### src/rtl/alu_arbiter.sv
// alu_arbiter
// Shares one external combinational ALU between two requesters:
//   port 0 - execute stage (data-processing ops, optional NZCV update via p0_s)
//   port 1 - PC/address unit (pass A, A+4, A+B+4; never updates flags)
// Each operation takes three cycles: accept (IDLE), evaluate (EXEC), report
// (DONE). Arbitration is round-robin on the last owner. The block owns the
// architectural NZCV register and feeds its C bit to the ALU carry-in.
//
// Ports:
//   clk, reset                  clock, asynchronous active-high reset
//   p0_req/op/a/b/s             port 0 request, opcode, operands, flag-update
//   p0_ack/done/err             port 0 accept (comb), result pulse, illegal-op
//   p1_req/op/a/b               port 1 request, opcode, operands
//   p1_ack/done/err             port 1 accept (comb), result pulse, illegal-op
//   result                      registered ALU result (valid with done)
//   flags                       NZCV register {N,Z,C,V}
//   busy                        high whenever the FSM is not idle
//   alu_a/alu_b/alu_op/alu_cin  drive to the external ALU
//   alu_out/alu_c/z/n/v         result and flags returned by the ALU
module alu_arbiter #(
  parameter int         W       = 32,
  parameter logic [4:0] MAX_OP  = 5'b10010,
  parameter logic [4:0] IDLE_OP = 5'b11111
) (
  input  logic         clk,
  input  logic         reset,
  input  logic         p0_req,
  input  logic [4:0]   p0_op,
  input  logic [W-1:0] p0_a,
  input  logic [W-1:0] p0_b,
  input  logic         p0_s,
  output logic         p0_ack,
  output logic         p0_done,
  output logic         p0_err,
  input  logic         p1_req,
  input  logic [4:0]   p1_op,
  input  logic [W-1:0] p1_a,
  input  logic [W-1:0] p1_b,
  output logic         p1_ack,
  output logic         p1_done,
  output logic         p1_err,
  output logic [W-1:0] result,
  output logic [3:0]   flags,
  output logic         busy,
  output logic [W-1:0] alu_a,
  output logic [W-1:0] alu_b,
  output logic [4:0]   alu_op,
  output logic         alu_cin,
  input  logic [W-1:0] alu_out,
  input  logic         alu_c,
  input  logic         alu_z,
  input  logic         alu_n,
  input  logic         alu_v
);

  typedef enum logic [1:0] {
    ST_IDLE = 2'b00,
    ST_EXEC = 2'b01,
    ST_DONE = 2'b10
  } state_t;

  // Opcodes above MAX_OP are accepted but never shown to the ALU.
  function automatic logic op_legal(input logic [4:0] op);
    op_legal = (op <= MAX_OP);
  endfunction

  state_t       state_q, state_d;
  logic         ptr_q, ptr_d;        // last owner: 0 = port 0, 1 = port 1
  logic         owner_q, owner_d;
  logic [4:0]   op_q, op_d;
  logic [W-1:0] a_q, a_d;
  logic [W-1:0] b_q, b_d;
  logic         s_q, s_d;
  logic [W-1:0] result_q, result_d;
  logic [3:0]   flags_q, flags_d;
  logic         p0_done_q, p0_done_d;
  logic         p1_done_q, p1_done_d;
  logic         p0_err_q, p0_err_d;
  logic         p1_err_q, p1_err_d;

  logic         grant0_s, grant1_s;
  logic         legal_s;

  // Round-robin grant, only offered in IDLE and never while reset is held.
  always_comb begin
    grant0_s = 1'b0;
    grant1_s = 1'b0;
    if ((state_q == ST_IDLE) && !reset) begin
      if (p0_req && p1_req) begin
        // Tie: the port that did not own the ALU last time wins.
        if (ptr_q == 1'b1) begin
          grant0_s = 1'b1;
        end else begin
          grant1_s = 1'b1;
        end
      end else begin
        grant0_s = p0_req;
        grant1_s = p1_req;
      end
    end else begin
      grant0_s = 1'b0;
      grant1_s = 1'b0;
    end
  end

  assign legal_s = op_legal(op_q);

  // Next-state logic for the FSM, operand latches, result, flags and pulses.
  always_comb begin
    state_d   = state_q;
    ptr_d     = ptr_q;
    owner_d   = owner_q;
    op_d      = op_q;
    a_d       = a_q;
    b_d       = b_q;
    s_d       = s_q;
    result_d  = result_q;
    flags_d   = flags_q;
    p0_done_d = 1'b0;
    p1_done_d = 1'b0;
    p0_err_d  = 1'b0;
    p1_err_d  = 1'b0;
    case (state_q)
      ST_IDLE: begin
        if (grant0_s) begin
          state_d = ST_EXEC;
          ptr_d   = 1'b0;
          owner_d = 1'b0;
          op_d    = p0_op;
          a_d     = p0_a;
          b_d     = p0_b;
          s_d     = p0_s;
        end else if (grant1_s) begin
          state_d = ST_EXEC;
          ptr_d   = 1'b1;
          owner_d = 1'b1;
          op_d    = p1_op;
          a_d     = p1_a;
          b_d     = p1_b;
          s_d     = 1'b0;           // address unit never touches NZCV
        end else begin
          state_d = ST_IDLE;
        end
      end
      ST_EXEC: begin
        state_d = ST_DONE;
        if (legal_s) begin
          result_d = alu_out;
          if (s_q) begin
            flags_d = {alu_n, alu_z, alu_c, alu_v};
          end else begin
            flags_d = flags_q;
          end
        end else begin
          result_d = {W{1'b0}};
          flags_d  = flags_q;
        end
        // Pulses are registered here so they appear exactly in DONE.
        if (owner_q == 1'b0) begin
          p0_done_d = 1'b1;
          p0_err_d  = !legal_s;
        end else begin
          p1_done_d = 1'b1;
          p1_err_d  = !legal_s;
        end
      end
      ST_DONE: begin
        state_d = ST_IDLE;
      end
      default: begin
        state_d = ST_IDLE;
      end
    endcase
  end

  // State and datapath registers; reset discards any in-flight operation.
  always_ff @(posedge clk or posedge reset) begin
    if (reset) begin
      state_q   <= ST_IDLE;
      ptr_q     <= 1'b1;
      owner_q   <= 1'b0;
      op_q      <= IDLE_OP;
      a_q       <= {W{1'b0}};
      b_q       <= {W{1'b0}};
      s_q       <= 1'b0;
      result_q  <= {W{1'b0}};
      flags_q   <= 4'b0000;
      p0_done_q <= 1'b0;
      p1_done_q <= 1'b0;
      p0_err_q  <= 1'b0;
      p1_err_q  <= 1'b0;
    end else begin
      state_q   <= state_d;
      ptr_q     <= ptr_d;
      owner_q   <= owner_d;
      op_q      <= op_d;
      a_q       <= a_d;
      b_q       <= b_d;
      s_q       <= s_d;
      result_q  <= result_d;
      flags_q   <= flags_d;
      p0_done_q <= p0_done_d;
      p1_done_q <= p1_done_d;
      p0_err_q  <= p0_err_d;
      p1_err_q  <= p1_err_d;
    end
  end

  assign p0_ack  = grant0_s;
  assign p1_ack  = grant1_s;
  assign p0_done = p0_done_q;
  assign p1_done = p1_done_q;
  assign p0_err  = p0_err_q;
  assign p1_err  = p1_err_q;
  assign result  = result_q;
  assign flags   = flags_q;
  assign busy    = (state_q != ST_IDLE);
  assign alu_a   = a_q;
  assign alu_b   = b_q;
  // The ALU sees a real opcode only while evaluating a legal operation.
  assign alu_op  = ((state_q == ST_EXEC) && legal_s) ? op_q : IDLE_OP;
  assign alu_cin = flags_q[1];

endmodule

### config.mk
export PLATFORM = sky130hd
export DESIGN_NAME = alu_arbiter
export DESIGN_NICKNAME = d
export VERILOG_FILES = /design/src/rtl/alu_arbiter.sv
export SDC_FILE = /design/constraint.sdc
export NUM_CORES = 1
export LEC_CHECK = 0
export BUFFER_PORTS_ARGS = -buffer_cell sky130_fd_sc_hd__buf_4
export CORE_AREA = 2 2 121 123
export CTS_CLUSTER_DIAMETER = 120
export DETAILED_ROUTE_END_ITERATION = 6
export DIE_AREA = 0 0 123 125
export PLACE_DENSITY = 0.72
export SLEW_MARGIN = 30
export SYNTH_ARGS = -nofsm -noshare
export SYNTH_HDL_FRONTEND = slang
export SYNTH_SLANG_ARGS = --single-unit
### constraint.sdc
create_clock -name clk -period 6.06 [get_ports clk]
set_input_delay 1.212 -clock clk [delete_from_list [all_inputs] [get_ports clk]]
set_output_delay 1.212 -clock clk [all_outputs]
set_load 0.05 [all_outputs]
==> results.tsv <==
metric	value	unit
ctsHoldBuffers	0	
clock-sinks	114	
p_total	0.00365	W
setup_violations	0	
path_max_fanout	72	
relSlewSlack	45.3	%
viasPerCell	5.86	
fmax	281	MHz
top_level_ports	292	
areaGrowthSynthToFinish	49.2	%
dp_hpwl	13.1	mm
cts-buffers-inserted	17	
num_antenna_cells	0	
cp_data_arrival_time	2.35	ns
core	14200	um2
hp-start	result[11]$_DFFE_PP0P_	
num_vias	6078	
clk_latency	0.41	ns
slowest_stage	buf_4	
final_cells	1038	
multi_input_area	2360	um2
syn_inst	601	
crit_top_cell	buf_4	
finalClockSkew	0.00658	ns
power.static_leakage	3.67	nW
place.port_buffers	291	
post-cts-setup-buffers	0	
grt-ovfl-total	0	
ant_nets	0	
initial_utilization	39.1	%
place_inst	1006	
synth.ff_latch_count	114	
grt_pass1_vias	5986	
drt-pass1-iter-count	5	
syn_avg_cell_area	9.25	um2
htreeDepth	4	
finalHoldViolCount	0	
yosysWarnings	0	
drive_gt1_share	40.9	%
hold_path.class	reg2reg	
crit_family	buffers and inverters	
clock_tree.buffer_depth	2	
synth_area	5560	um2
worstMarginPinSlew	0.821	ns
cts-root-buf	clkbuf_16	
period_share	58.8	%
crit-reg2reg-launch	state_q[0]$_DFF_PP0_	
crit_start	p0_req	
die-area	15400	um2
mostFrequentLayoutCells	buf_4, dfrtp_1	
cts.repair.resized	0	
wl	19.5	mm
grt_pass1_wl	30.7	mm
critPathMaxStageDelay	0.56	ns
rows	44	
yosysSeqAreaShare	51.5	%
route.detailed.drc	0	
die_y	125	um
cts_tree	done	
tns	0	ns
yosysUniqueCellTypes	29	
critPathRequiredTime	4.85	ns
final_common_cell	buf_4	
fillerInstances	1271	
grt_usage	25.3	%
yosys_most_used_dff	dfrtp_1	
crit_chain	buf_4 > nand2_1 > and3_1 > buf_4	
post-route-min-period	3.56	ns
start_kind	input pin	
outcome	finished, final reports clean	
syn_nets	780	
drt_iter0_markers	440	
grt_antenna_before_repair	0	
cp_num_buf_inv	2	
grt_max_degree	73	
wl_per_cell	18.8	um
maxCapViolations	0	
fp.dieW	123	um
crit_type	in2out	
clk_pin_slew	0.05	ns
gp_congestion	0.821	
fin_nets	1020	
ir_drop	0.000210	V
rsz0062_at_grt	false	
regArea	2860	um2
ys_async_sr_fraction	100	%
slew_violations	0	
worst_setup_path_end_kind	primary output	
power_density	441	nW/um2
synth-edff-count	0	
## synthesized netlist by cell type, drive strengths merged, types with 4 or more instances
library cell | n | share of area, %
a21oi | 69 | 6.2
a31oi | 69 | 7.8
buf | 29 | 2.7
clkbuf | 51 | 3.4
dfrtp | 108 | 49
dfstp | 6 | 2.8
inv | 5 | 0.34
mux2 | 4 | 0.81
nand2 | 67 | 4.5
nand4 | 69 | 7.8
o21ai | 32 | 2.9
o31ai | 69 | 9.3
or3 | 5 | 0.56
## logic make-up after synthesis
family,share of synthesized area [%]
AND/OR/NAND/NOR,14.4
multiplexers,0.811
AO/OA/AOI/OAI,26.9
flip-flops,51.5
buffers and inverters,6.46
## sequential cells by signal, indices dropped and copies added (netlist names)
name	cells
result	32
p0_done	1
p0_err	1
p1_err	1
p1_done	1
state_q	2
alu_b	32
ptr_q	1
owner_q	1
op_q	5
flags	4
s_q	1
alu_a	32
## final timing paths
| kind | end | slack [ns] | cells after the start |
|---|---|---|---|
| worst min-delay path | result[11]$_DFFE_PP0P_ | 0.49 | 2 |
| min in group asynchronous | state_q[0]$_DFF_PP0_ | 0.96 | 2 |
| worst max register to register | alu_b[7]$_DFFE_PP0P_ | 3.60 | 5 |
| max in group asynchronous | result[0]$_DFFE_PP0P_ | 3.87 | 3 |
| worst min register to register | result[11]$_DFFE_PP0P_ | 0.49 | 2 |
| worst max-delay path | p1_ack | 2.50 | 4 |
## worst register-to-register path, stage by stage, from the launching register on
cell     delay (ns)
dfrtp_1        0.43
nor3_4         0.20
buf_4          0.56
nand2_1        0.30
inv_4          0.59
a31oi_1        0.22
## layer usage
metal  vias up  wire length [um]  track usage (%)  part of all wire, %
met2       362              9390             40.9                   48
met5         -                 0                0                    0
met3        61              1740             6.48                  8.9
met4         0               724             12.6                  3.7
li1       2767                 -                -                    -
met1      2888              7630             31.2                   39
## stage by stage
stage          hold slack [ns]  setup slack [ns]  instance area, um2  utilization, %
2_1_floorplan            0.441              1.84                5560               -
3_3_place_gp             0.471              2.48                7730            54.4
3_5_place_dp             0.479              2.51                7730            54.4
4_1_cts                  0.491              2.51                8290            58.4
5_1_grt                  0.526              2.41                8290            58.4
6_report                 0.488              2.50                8290            58.4
## where the power goes
| group | internal [W] | switching (W) | total (W) | leakage, nW |
|---|---|---|---|---|
| combinational | 0.000466 | 0.00112 | 0.00159 | 2.05 |
| clock | 0.000608 | 0.000340 | 0.000948 | 0.279 |
| sequential | 0.000976 | 0.000140 | 0.00112 | 1.34 |
## layout make-up
cell class	instances	area share (%)
clock buffers	20	5.39
clock inverters	12	1.39
inverters	5	0.287
multi-input cells	402	28.4
flip-flops and latches	114	34.5
well taps	184	2.78
repair buffers	301	27.2
Note: power is estimated with default switching activity, not from simulation.
